<file path="src/rtl/csi_packet_ctrl_if.sv">
// Aligner-side inputs and packet/payload outputs of the CSI-2 packet controller.
interface csi_packet_ctrl_if;
  logic        dl0_rxvalidhs;
  logic        dl1_rxvalidhs;
  logic [15:0] word_in;
  logic        word_valid;
  logic        align_resetn;
  logic        hdr_valid;
  logic [1:0]  pkt_vc;
  logic [5:0]  pkt_dt;
  logic [15:0] pkt_wc;
  logic        short_pkt;
  logic [15:0] pay_data;
  logic        pay_valid;
  logic [1:0]  pay_keep;
  logic        pay_last;
  logic        frame_active;
  logic [15:0] line_count;
  logic        ecc_err;
  logic        sync_err;
  logic        trunc_err;

  modport master (
    output dl0_rxvalidhs, dl1_rxvalidhs, word_in, word_valid,
    input  align_resetn, hdr_valid, pkt_vc, pkt_dt, pkt_wc, short_pkt,
    input  pay_data, pay_valid, pay_keep, pay_last,
    input  frame_active, line_count, ecc_err, sync_err, trunc_err
  );

  modport slave (
    input  dl0_rxvalidhs, dl1_rxvalidhs, word_in, word_valid,
    output align_resetn, hdr_valid, pkt_vc, pkt_dt, pkt_wc, short_pkt,
    output pay_data, pay_valid, pay_keep, pay_last,
    output frame_active, line_count, ecc_err, sync_err, trunc_err
  );
endinterface

</file>
<file path="src/rtl/csi_packet_ctrl.sv">
// CSI-2 2-lane packet controller: header parse/ECC, payload streaming with keep/last,
// frame/line tracking and aligner reset sequencing between HS bursts.
module csi_packet_ctrl #(
  parameter int unsigned SYNC_TIMEOUT      = 255,
  parameter int unsigned FLUSH_IDLE_CYCLES = 2
) (
  input logic              clk,
  input logic              reset,
  csi_packet_ctrl_if.slave bus
);

  localparam int unsigned TO_W = $clog2(SYNC_TIMEOUT + 1);
  localparam int unsigned FL_W = $clog2(FLUSH_IDLE_CYCLES + 1);
  localparam logic [5:0]  DT_FS       = 6'h00;
  localparam logic [5:0]  DT_FE       = 6'h01;
  localparam logic [5:0]  DT_LONG_MIN = 6'h10;

  typedef enum logic [1:0] {ST_IDLE, ST_HDR2, ST_PAYLOAD, ST_FLUSH} state_t;

  // Each ECC parity bit covers a fixed subset of the 24-bit {WC_hi, WC_lo, DI} vector.
  function automatic logic [5:0] hdr_ecc(input logic [23:0] d);
    hdr_ecc = {^(d & 24'hEFFC00), ^(d & 24'hDF03F0), ^(d & 24'hB8E38E),
               ^(d & 24'h749A6D), ^(d & 24'hF2555B), ^(d & 24'hF12CB7)};
  endfunction

  state_t          state_q, state_d;
  logic [TO_W-1:0] to_cnt_q, to_cnt_d, to_cnt_inc;
  logic [FL_W-1:0] fl_cnt_q, fl_cnt_d, fl_cnt_inc;
  logic [7:0]      di_q, di_d, wc_lo_q, wc_lo_d;
  logic [15:0]     rem_q, rem_d;
  logic            align_resetn_q, align_resetn_d;
  logic            hdr_valid_q, hdr_valid_d;
  logic [1:0]      pkt_vc_q, pkt_vc_d;
  logic [5:0]      pkt_dt_q, pkt_dt_d;
  logic [15:0]     pkt_wc_q, pkt_wc_d;
  logic            short_pkt_q, short_pkt_d;
  logic [15:0]     pay_data_q, pay_data_d;
  logic            pay_valid_q, pay_valid_d;
  logic [1:0]      pay_keep_q, pay_keep_d;
  logic            pay_last_q, pay_last_d;
  logic            frame_active_q, frame_active_d;
  logic [15:0]     line_count_q, line_count_d;
  logic            ecc_err_q, ecc_err_d, sync_err_q, sync_err_d, trunc_err_q, trunc_err_d;

  logic            any_hs, both_hs, ecc_ok;
  logic [15:0]     hdr_wc;

  assign any_hs     = bus.dl0_rxvalidhs | bus.dl1_rxvalidhs;
  assign both_hs    = bus.dl0_rxvalidhs & bus.dl1_rxvalidhs;
  assign to_cnt_inc = to_cnt_q + TO_W'(1);
  assign fl_cnt_inc = fl_cnt_q + FL_W'(1);
  assign hdr_wc     = {bus.word_in[15:8], wc_lo_q};
  assign ecc_ok     = (hdr_ecc({hdr_wc, di_q}) == bus.word_in[5:0]);

  always_comb begin
    state_d        = state_q;
    to_cnt_d       = to_cnt_q;
    fl_cnt_d       = fl_cnt_q;
    di_d           = di_q;
    wc_lo_d        = wc_lo_q;
    rem_d          = rem_q;
    align_resetn_d = align_resetn_q;
    hdr_valid_d    = 1'b0;
    pkt_vc_d       = pkt_vc_q;
    pkt_dt_d       = pkt_dt_q;
    pkt_wc_d       = pkt_wc_q;
    short_pkt_d    = short_pkt_q;
    pay_data_d     = pay_data_q;
    pay_valid_d    = 1'b0;
    pay_keep_d     = 2'b00;
    pay_last_d     = 1'b0;
    frame_active_d = frame_active_q;
    line_count_d   = line_count_q;
    ecc_err_d      = 1'b0;
    sync_err_d     = 1'b0;
    trunc_err_d    = 1'b0;

    case (state_q)
      ST_IDLE: begin
        if (bus.word_valid) begin
          di_d     = bus.word_in[15:8];
          wc_lo_d  = bus.word_in[7:0];
          to_cnt_d = '0;
          state_d  = ST_HDR2;
        end else if (any_hs) begin
          to_cnt_d = to_cnt_inc;
          if (to_cnt_inc == TO_W'(SYNC_TIMEOUT)) begin
            sync_err_d = 1'b1;
            state_d    = ST_FLUSH;
          end
        end else begin
          to_cnt_d = '0;
        end
      end

      ST_HDR2: begin
        if (!ecc_ok) begin
          ecc_err_d = 1'b1;
          state_d   = ST_FLUSH;
        end else begin
          hdr_valid_d = 1'b1;
          pkt_vc_d    = di_q[7:6];
          pkt_dt_d    = di_q[5:0];
          pkt_wc_d    = hdr_wc;
          short_pkt_d = (di_q[5:0] < DT_LONG_MIN);
          state_d     = ST_FLUSH;
          if (di_q[5:0] == DT_FS) begin
            frame_active_d = 1'b1;
            line_count_d   = '0;
          end else if (di_q[5:0] == DT_FE) begin
            frame_active_d = 1'b0;
          end else if (di_q[5:0] >= DT_LONG_MIN && hdr_wc != '0) begin
            rem_d   = hdr_wc;
            state_d = ST_PAYLOAD;
          end
        end
      end

      // A lane dropping before the final word aborts the packet without emitting that word.
      ST_PAYLOAD: begin
        if (!both_hs) begin
          trunc_err_d = 1'b1;
          state_d     = ST_FLUSH;
        end else if (bus.word_valid) begin
          pay_valid_d = 1'b1;
          pay_data_d  = bus.word_in;
          if (rem_q >= 16'd3) begin
            pay_keep_d = 2'b11;
            rem_d      = rem_q - 16'd2;
          end else begin
            pay_keep_d   = (rem_q == 16'd2) ? 2'b11 : 2'b10;
            pay_last_d   = 1'b1;
            line_count_d = line_count_q + 16'd1;
            state_d      = ST_FLUSH;
          end
        end
      end

      ST_FLUSH: begin
        if (any_hs) begin
          fl_cnt_d = '0;
        end else if (fl_cnt_inc == FL_W'(FLUSH_IDLE_CYCLES)) begin
          fl_cnt_d       = '0;
          align_resetn_d = 1'b1;
          state_d        = ST_IDLE;
        end else begin
          fl_cnt_d = fl_cnt_inc;
        end
      end

      default: state_d = ST_FLUSH;
    endcase

    // Entering FLUSH holds the aligner in reset and restarts idle qualification.
    if (state_d == ST_FLUSH && state_q != ST_FLUSH) begin
      align_resetn_d = 1'b0;
      fl_cnt_d       = '0;
      to_cnt_d       = '0;
    end
  end

  always_ff @(posedge clk or posedge reset) begin
    if (reset) begin
      state_q        <= ST_FLUSH;
      to_cnt_q       <= '0;
      fl_cnt_q       <= '0;
      di_q           <= '0;
      wc_lo_q        <= '0;
      rem_q          <= '0;
      align_resetn_q <= 1'b0;
      hdr_valid_q    <= 1'b0;
      pkt_vc_q       <= '0;
      pkt_dt_q       <= '0;
      pkt_wc_q       <= '0;
      short_pkt_q    <= 1'b0;
      pay_data_q     <= '0;
      pay_valid_q    <= 1'b0;
      pay_keep_q     <= '0;
      pay_last_q     <= 1'b0;
      frame_active_q <= 1'b0;
      line_count_q   <= '0;
      ecc_err_q      <= 1'b0;
      sync_err_q     <= 1'b0;
      trunc_err_q    <= 1'b0;
    end else begin
      state_q        <= state_d;
      to_cnt_q       <= to_cnt_d;
      fl_cnt_q       <= fl_cnt_d;
      di_q           <= di_d;
      wc_lo_q        <= wc_lo_d;
      rem_q          <= rem_d;
      align_resetn_q <= align_resetn_d;
      hdr_valid_q    <= hdr_valid_d;
      pkt_vc_q       <= pkt_vc_d;
      pkt_dt_q       <= pkt_dt_d;
      pkt_wc_q       <= pkt_wc_d;
      short_pkt_q    <= short_pkt_d;
      pay_data_q     <= pay_data_d;
      pay_valid_q    <= pay_valid_d;
      pay_keep_q     <= pay_keep_d;
      pay_last_q     <= pay_last_d;
      frame_active_q <= frame_active_d;
      line_count_q   <= line_count_d;
      ecc_err_q      <= ecc_err_d;
      sync_err_q     <= sync_err_d;
      trunc_err_q    <= trunc_err_d;
    end
  end

  assign bus.align_resetn = align_resetn_q;
  assign bus.hdr_valid    = hdr_valid_q;
  assign bus.pkt_vc       = pkt_vc_q;
  assign bus.pkt_dt       = pkt_dt_q;
  assign bus.pkt_wc       = pkt_wc_q;
  assign bus.short_pkt    = short_pkt_q;
  assign bus.pay_data     = pay_data_q;
  assign bus.pay_valid    = pay_valid_q;
  assign bus.pay_keep     = pay_keep_q;
  assign bus.pay_last     = pay_last_q;
  assign bus.frame_active = frame_active_q;
  assign bus.line_count   = line_count_q;
  assign bus.ecc_err      = ecc_err_q;
  assign bus.sync_err     = sync_err_q;
  assign bus.trunc_err    = trunc_err_q;

endmodule

</file>
<file path="src/flat_wrapper.sv">
// flat-port wrapper written by rule: the top's interface ports become plain ports
module csi_packet_ctrl_flat 
#(
  parameter int unsigned SYNC_TIMEOUT      = 255,
  parameter int unsigned FLUSH_IDLE_CYCLES = 2
)
  (clk, reset, bus_dl0_rxvalidhs, bus_dl1_rxvalidhs, bus_word_in, bus_word_valid, bus_align_resetn, bus_hdr_valid, bus_pkt_vc, bus_pkt_dt, bus_pkt_wc, bus_short_pkt, bus_pay_data, bus_pay_valid, bus_pay_keep, bus_pay_last, bus_frame_active, bus_line_count, bus_ecc_err, bus_sync_err, bus_trunc_err);
  csi_packet_ctrl_if bus_i ();
  input logic clk;
  input logic reset;
  input wire logic [$bits(bus_i.dl0_rxvalidhs)-1:0] bus_dl0_rxvalidhs;
  input wire logic [$bits(bus_i.dl1_rxvalidhs)-1:0] bus_dl1_rxvalidhs;
  input wire logic [$bits(bus_i.word_in)-1:0] bus_word_in;
  input wire logic [$bits(bus_i.word_valid)-1:0] bus_word_valid;
  output wire logic [$bits(bus_i.align_resetn)-1:0] bus_align_resetn;
  output wire logic [$bits(bus_i.hdr_valid)-1:0] bus_hdr_valid;
  output wire logic [$bits(bus_i.pkt_vc)-1:0] bus_pkt_vc;
  output wire logic [$bits(bus_i.pkt_dt)-1:0] bus_pkt_dt;
  output wire logic [$bits(bus_i.pkt_wc)-1:0] bus_pkt_wc;
  output wire logic [$bits(bus_i.short_pkt)-1:0] bus_short_pkt;
  output wire logic [$bits(bus_i.pay_data)-1:0] bus_pay_data;
  output wire logic [$bits(bus_i.pay_valid)-1:0] bus_pay_valid;
  output wire logic [$bits(bus_i.pay_keep)-1:0] bus_pay_keep;
  output wire logic [$bits(bus_i.pay_last)-1:0] bus_pay_last;
  output wire logic [$bits(bus_i.frame_active)-1:0] bus_frame_active;
  output wire logic [$bits(bus_i.line_count)-1:0] bus_line_count;
  output wire logic [$bits(bus_i.ecc_err)-1:0] bus_ecc_err;
  output wire logic [$bits(bus_i.sync_err)-1:0] bus_sync_err;
  output wire logic [$bits(bus_i.trunc_err)-1:0] bus_trunc_err;
  assign bus_i.dl0_rxvalidhs = bus_dl0_rxvalidhs;
  assign bus_i.dl1_rxvalidhs = bus_dl1_rxvalidhs;
  assign bus_i.word_in = bus_word_in;
  assign bus_i.word_valid = bus_word_valid;
  assign bus_align_resetn = bus_i.align_resetn;
  assign bus_hdr_valid = bus_i.hdr_valid;
  assign bus_pkt_vc = bus_i.pkt_vc;
  assign bus_pkt_dt = bus_i.pkt_dt;
  assign bus_pkt_wc = bus_i.pkt_wc;
  assign bus_short_pkt = bus_i.short_pkt;
  assign bus_pay_data = bus_i.pay_data;
  assign bus_pay_valid = bus_i.pay_valid;
  assign bus_pay_keep = bus_i.pay_keep;
  assign bus_pay_last = bus_i.pay_last;
  assign bus_frame_active = bus_i.frame_active;
  assign bus_line_count = bus_i.line_count;
  assign bus_ecc_err = bus_i.ecc_err;
  assign bus_sync_err = bus_i.sync_err;
  assign bus_trunc_err = bus_i.trunc_err;
  csi_packet_ctrl #(.SYNC_TIMEOUT(SYNC_TIMEOUT), .FLUSH_IDLE_CYCLES(FLUSH_IDLE_CYCLES)) u_core (.clk(clk), .reset(reset), .bus(bus_i));
endmodule
</file>
<file path="config.mk">
export PLATFORM = sky130hd
export DESIGN_NAME = csi_packet_ctrl_flat
export DESIGN_NICKNAME = d
export VERILOG_FILES = /design/src/rtl/csi_packet_ctrl_if.sv /design/src/rtl/csi_packet_ctrl.sv /design/src/flat_wrapper.sv
export SDC_FILE = /design/constraint.sdc
export NUM_CORES = 1
export LEC_CHECK = 0
export BUFFER_PORTS_ARGS = -buffer_cell sky130_fd_sc_hd__buf_2
export CELL_PAD_IN_SITES_DETAIL_PLACEMENT = 1
export CELL_PAD_IN_SITES_GLOBAL_PLACEMENT = 1
export CORE_ASPECT_RATIO = 1.5
export CORE_MARGIN = 2
export CORE_UTILIZATION = 35
export CTS_CLUSTER_DIAMETER = 150
export DETAILED_ROUTE_END_ITERATION = 6
export PLACE_DENSITY = 0.67
export SYNTH_ARGS = -nofsm -noshare
export SYNTH_HDL_FRONTEND = slang
export SYNTH_SLANG_ARGS = --single-unit
</file>
<file path="constraint.sdc">
create_clock -name clk -period 6.18 [get_ports clk]
set_input_delay 0.618 -clock clk [delete_from_list [all_inputs] [get_ports clk]]
set_output_delay 0.618 -clock clk [all_outputs]
set_load 0.05 [all_outputs]
</file>
**After elaboration in Yosys (flattened, before gate mapping)**

Index checks and enable logic that the tools add are counted.

- Add/subtract/negate cells: 4
- $lt $le $gt $ge: 3
- Equal/unequal tests: 20
- Muxes and demuxes: 63
- Bitwise logic cells: 2
- Reductions and logical operators: 23

Operator list:

| cell | number |
|---|---|
| 16-bit 2-to-1 mux | 12 |
| 24-bit XOR reduction | 6 |
| 16-bit case mux with 2 select lines | 2 |
| 2-bit 2-to-1 mux | 19 |
| 8-bit 2-to-1 mux | 4 |
| 1-bit 2-to-1 mux | 25 |
| 16-bit by 1-bit adder with 16-bit output, second input constant | 1 |
| 16-bit by 2-bit equality test with 1-bit output, second input constant | 1 |
| 16-bit by 2-bit greater-or-equal comparator with 1-bit output, second input constant | 1 |
| 16-bit nonzero test | 1 |
| 16-bit by 2-bit subtractor with 16-bit output, second input constant | 1 |
| 2-bit inequality test, second input constant | 6 |
| 2-bit by 1-bit inequality test with 1-bit output, second input constant | 5 |
| 2-bit nonzero test | 5 |
| 3-bit AND reduction | 3 |
| 8-bit by 1-bit adder with 8-bit output, second input constant | 1 |
| 2-bit equality test, second input constant | 4 |
| 8-bit equality test, second input constant | 1 |
| 2-bit case mux with 4 select lines | 1 |
| 8-bit AND reduction | 1 |
| 6-bit by 1-bit equality test with 1-bit output, second input constant | 1 |
| 6-bit equality test | 1 |
| 6-bit by 5-bit greater-or-equal comparator with 1-bit output, second input constant | 1 |
| 6-bit zero test | 1 |
| 9 further kinds | 11 |

- Register bits: 111
- Input port bits: 21
- Output and inout port bits: 67

**Logic depth before layout (Yosys ltp)**

- Depth in word-level cells: 11
- Mapped depth: 11
- Mapped depth without buffers: 11

**Worst setup path after synthesis**

No wires, ideal clock.

- Kind: input to register
- Start point: input port bus_word_in[14]
- End point: register u_core.line_count_q[7] (netlist: u_core.bus.line_count[7])
- Setup time: 0.067 ns
- Data arrival time: 3.336 ns
- Setup slack: 2.777 ns
- Cell stages on the path: 11
- Cells stage by stage: inv_1 ha_1 xnor3_1 xnor3_1 xor2_1 nor4_4 nor2_1 or3_4 buf_6 or4_1 nand2_1

- Word-level cells in the longest chain between the ends: 4
- Elaborated cells on any way between the ends: 8

Ends and longest elaborated chain:

| element | line | source |
|---|---|---|
| start, declared | flat_wrapper.sv:13 | `input wire logic [$bits(bus_i.word_in)-1:0] bus_word_in;` |
| 24-bit XOR reduction, on equally long branches | csi_packet_ctrl.sv:23, csi_packet_ctrl.sv:22 |  |
| 6-bit equality test * | csi_packet_ctrl.sv:53 | `assign ecc_ok = (hdr_ecc({hdr_wc, di_q}) == bus.word_in[5:0]);` |
| 2-bit by 1-bit inequality test with 1-bit output (no source line) * | - |  |
| 6-bit AND reduction (no source line) * | - |  |
| end signal, assigned | csi_packet_ctrl.sv:203 | `line_count_q <= line_count_d;` |
| end, declared | csi_packet_ctrl.sv:42 | `logic [15:0] line_count_q, line_count_d;` |

Every way passes the cells marked *; elsewhere a longest branch is shown, timed or not.
A chain may end at the register's enable or synchronous reset.

**Worst setup path in the final report**

- Start point: input port bus_word_in[15]
- End point: register u_core.line_count_q[12] (netlist: u_core.bus.line_count[12])

Same word-level chain as after synthesis.

==> impl_metrics.json <==
{
  "outcome": "complete, no violations",
  "cts_tree": "yes",
  "seq_area_frac_synth_pct": 48.4,
  "antenna_cells": 0,
  "clock_path_buffers": 2,
  "numPortBuffers": 87,
  "startpoint": "bus_word_in[15]",
  "r2r-end": "u_core.bus.line_count[12]$_DFFE_PP0P_",
  "cts_root_buf": "clkbuf_16",
  "syn_nets": 614,
  "hold_path_class": "in -> async",
  "ir_drop_uv": 199,
  "path_clk_slew_ns": 0.07,
  "synth.distinct_cells": 53,
  "fmax_mhz": 257,
  "viasPerCell": 5.30,
  "leakage_nw": 3.20,
  "arrival_ns": 4.12,
  "synth_ff_type": "dfrtp_1",
  "cts_setup_buffers": 0,
  "detail-route-antenna-nets": 0,
  "cts_resized": 0,
  "post-place-ws_ns": 1.92,
  "rows": 57,
  "rrSetupSlack_ns": 2.41,
  "vias": 4586,
  "path_class": "in -> reg",
  "core_sq_mm": 0.0160,
  "cp_max_fo": 20,
  "finalWeightedCongestion": 0.803,
  "postSynthCellCount": 576,
  "drt-initial-drc-count": 177,
  "grt.total_usage_pct": 19.6,
  "critPathLaunchType": "input port",
  "synthMuxAreaShare_pct": 4.13,
  "netlist_area_sq_mm": 0.00569,
  "finalNonFillerCells": 865,
  "syn_area_per_cell_sq_um": 9.89,
  "drt_pass1_iterations": 4,
  "die_height_um": 160,
  "grt_pass1_vias": 4973,
  "grt_overflow": 0,
  "fillers": 1838,
  "die_area_sq_mm": 0.0173,
  "cp-endpoint": "u_core.bus.line_count[12]$_DFFE_PP0P_",
  "setup_viol": 0,
  "syn_to_final_growth_pct": 16.5,
  "fin_nets": 692,
  "synthSimpleGateAreaFrac_pct": 16.0,
  "ys_async_sr_fraction_pct": 100,
  "synth_compound_area_share_pct": 14.3,
  "htree_levels": 3,
  "hold_violations": 0,
  "synthAdderAreaFrac_pct": 3.91,
  "maxCapViolCount": 0,
  "wl_per_cell_um": 18.7,
  "clock_skew_ns": 0.00882,
  "reg2reg_from": "u_core.wc_lo_q[7]$_DFFE_PP0P_",
  "drc": 0,
  "slew_headroom_pct": 25.6,
  "yosys.area_share.xor_xnor_pct": 8.88,
  "rsz0062_at_grt": "false",
  "initial_core_util_pct": 35.5,
  "ios": 88,
  "fin_crit_ns": 3.90,
  "yosysWarnings": 0,
  "layout-drive-gt1-share_pct": 21.1,
  "finalWirelength_um": 16100,
  "end_kind": "flop",
  "required_ns": 6.40,
  "power_density_mw_per_mm2": 491,
  "r2r_cells": 10,
  "dpl.hpwl_um": 12200,
  "final.setup.tns_ns": 0,
  "grt_max_degree": 68,
  "cts.sinks": 110,
  "timing.hold.ws_ns": 0.443,
  "grt_pass1_wl_um": 26500,
  "tightest_slew_ns": 1.12,
  "clkLatencyLatePin_ns": 0.35,
  "fin_crit_sh_pct": 63.1,
  "synth_top_family_by_area": "simple AND/OR/NAND/NOR gates",
  "ys_ff_latch": 110,
  "synth_edf_count": 0,
  "holdBufCountCts": 0,
  "grt_antenna_before_repair": 0,
  "finalWorstSetupSlack_ns": 2.28,
  "report.final.slew_viol_count": 0,
  "dpl.cell_count": 849,
  "die_w_um": 108,
  "numCtsBuffers": 9
}
==> kinds of logic (layout without fill, tap and decap cells) <==
logic type,count (synthesis),in the layout
XOR/XNOR,42,42
multiplexers,21,21
buffers and inverters,64,147
adder cells (fa/ha/maj),18,18
AO/OA/AOI/OAI,136,136
AND/OR/NAND/NOR,185,185
flip-flops,110,110
==> through the flow <==
step / utilization, % / power (mW) / area (sq um)
after global placement: 39.4 / 2.61 / 6320
after floorplan: - / 2.27 / 5690
after CTS: 41.3 / 3.29 / 6630
after detailed placement: 39.4 / 2.66 / 6320
final: 41.3 / 3.26 / 6630
after global routing: 41.3 / 3.44 / 6630
==> cell usage after synthesis (10+ instances only) <==
master	instances	area [sq um]
ha_1	17	213
nand2_1	71	267
a21oi_1	16	80.1
xnor3_1	10	225
nand3_1	14	70.1
o211ai_1	10	75.1
clkbuf_1	22	82.6
nor2_1	34	128
inv_1	40	150
mux2_2	20	225
xnor2_1	29	254
dfrtp_1	108	2700
nor3_1	14	70.1
o21ai_0	68	340
==> layout make-up <==
type / count / area [sq um] / share of cell area (%)
sequential: 110 / 2760 / 41.5
clock inverter: 7 / 90.1 / 1.36
inverter: 40 / 153 / 2.30
clock buffer: 9 / 225 / 3.39
multi-input combinational: 402 / 2690 / 40.5
timing repair buffer: 91 / 465 / 7.02
tap: 206 / 258 / 3.89
==> sequential cells by signal, summed over array words and instances (netlist names) <==
| name | flops |
|---|---|
| u_core.bus.align_resetn | 1 |
| u_core.bus.pay_last | 1 |
| u_core.wc_lo_q | 8 |
| u_core.fl_cnt_q | 2 |
| u_core.bus.pay_data | 16 |
| u_core.bus.trunc_err | 1 |
| u_core.rem_q | 16 |
| u_core.bus.short_pkt | 1 |
| u_core.bus.pkt_dt | 6 |
| u_core.state_q | 2 |
| u_core.bus.line_count | 16 |
| u_core.bus.ecc_err | 1 |
| u_core.bus.hdr_valid | 1 |
| u_core.to_cnt_q | 8 |
| u_core.bus.pkt_vc | 2 |
| u_core.bus.sync_err | 1 |
| u_core.bus.pkt_wc | 16 |
| u_core.bus.pay_keep | 2 |
| u_core.bus.frame_active | 1 |
| u_core.di_q | 8 |
==> cell usage in the layout, fill, tap and decap left out, drive strengths merged, types with 9 or more instances in the layout <==
cell / count
nor2: 34
nand3: 14
xnor2: 29
clkbuf: 9
nand2: 71
buf: 91
o21ai: 69
nor3: 15
ha: 17
xnor3: 10
mux2: 20
o211ai: 10
inv: 44
or4: 9
dfrtp: 108
a21oi: 16
==> worst min-delay path by stage <==
stage                                           startpoint                                   to  slack [ns]  cells past startpoint
after floorplan                u_core.rem_q[0]$_DFFE_PP0P_          u_core.rem_q[0]$_DFFE_PP0P_        0.47                      2
after global routing                        bus_word_in[6]        u_core.wc_lo_q[6]$_DFFE_PP0P_        0.50                      3
final                                                reset  u_core.bus.frame_active$_DFFE_PP0P_        0.44                      2
after CTS                                            reset  u_core.bus.frame_active$_DFFE_PP0P_        0.48                      2
after global placement    u_core.bus.short_pkt$_DFFE_PP0P_     u_core.bus.short_pkt$_DFFE_PP0P_        0.46                      2
after detailed placement  u_core.bus.pkt_dt[4]$_DFFE_PP0P_     u_core.bus.pkt_dt[4]$_DFFE_PP0P_        0.47                      2
==> critical path, cell delays in order <==
cell and delay (ns):
buf_2 0.16, inv_1 0.08, ha_1 0.31, xnor3_1 0.43
xnor3_1 0.42, xor2_1 0.18, nor4_4 0.31, nand3_1 0.55
nor2_1 0.74, or4b_1 0.22, o21ai_0 0.09
==> layer usage <==
metal  global-route usage, %  up-vias  routed length, um
met5                       0        -                  0
met4                    5.77        0                311
met3                    2.78       17                440
met2                    36.3       65               8860
met1                    23.1     2328               6540
li1                        -     2176                  -
==> power breakdown <==
| part | total (mW) | switching (mW) | internal [mW] | leakage, nW |
|---|---|---|---|---|
| logic | 1.56 | 0.973 | 0.589 | 1.64 |
| registers | 1.08 | 0.167 | 0.911 | 1.41 |
| clock network | 0.618 | 0.293 | 0.325 | 0.154 |
No activity file was read; power rests on OpenSTA's default activity.
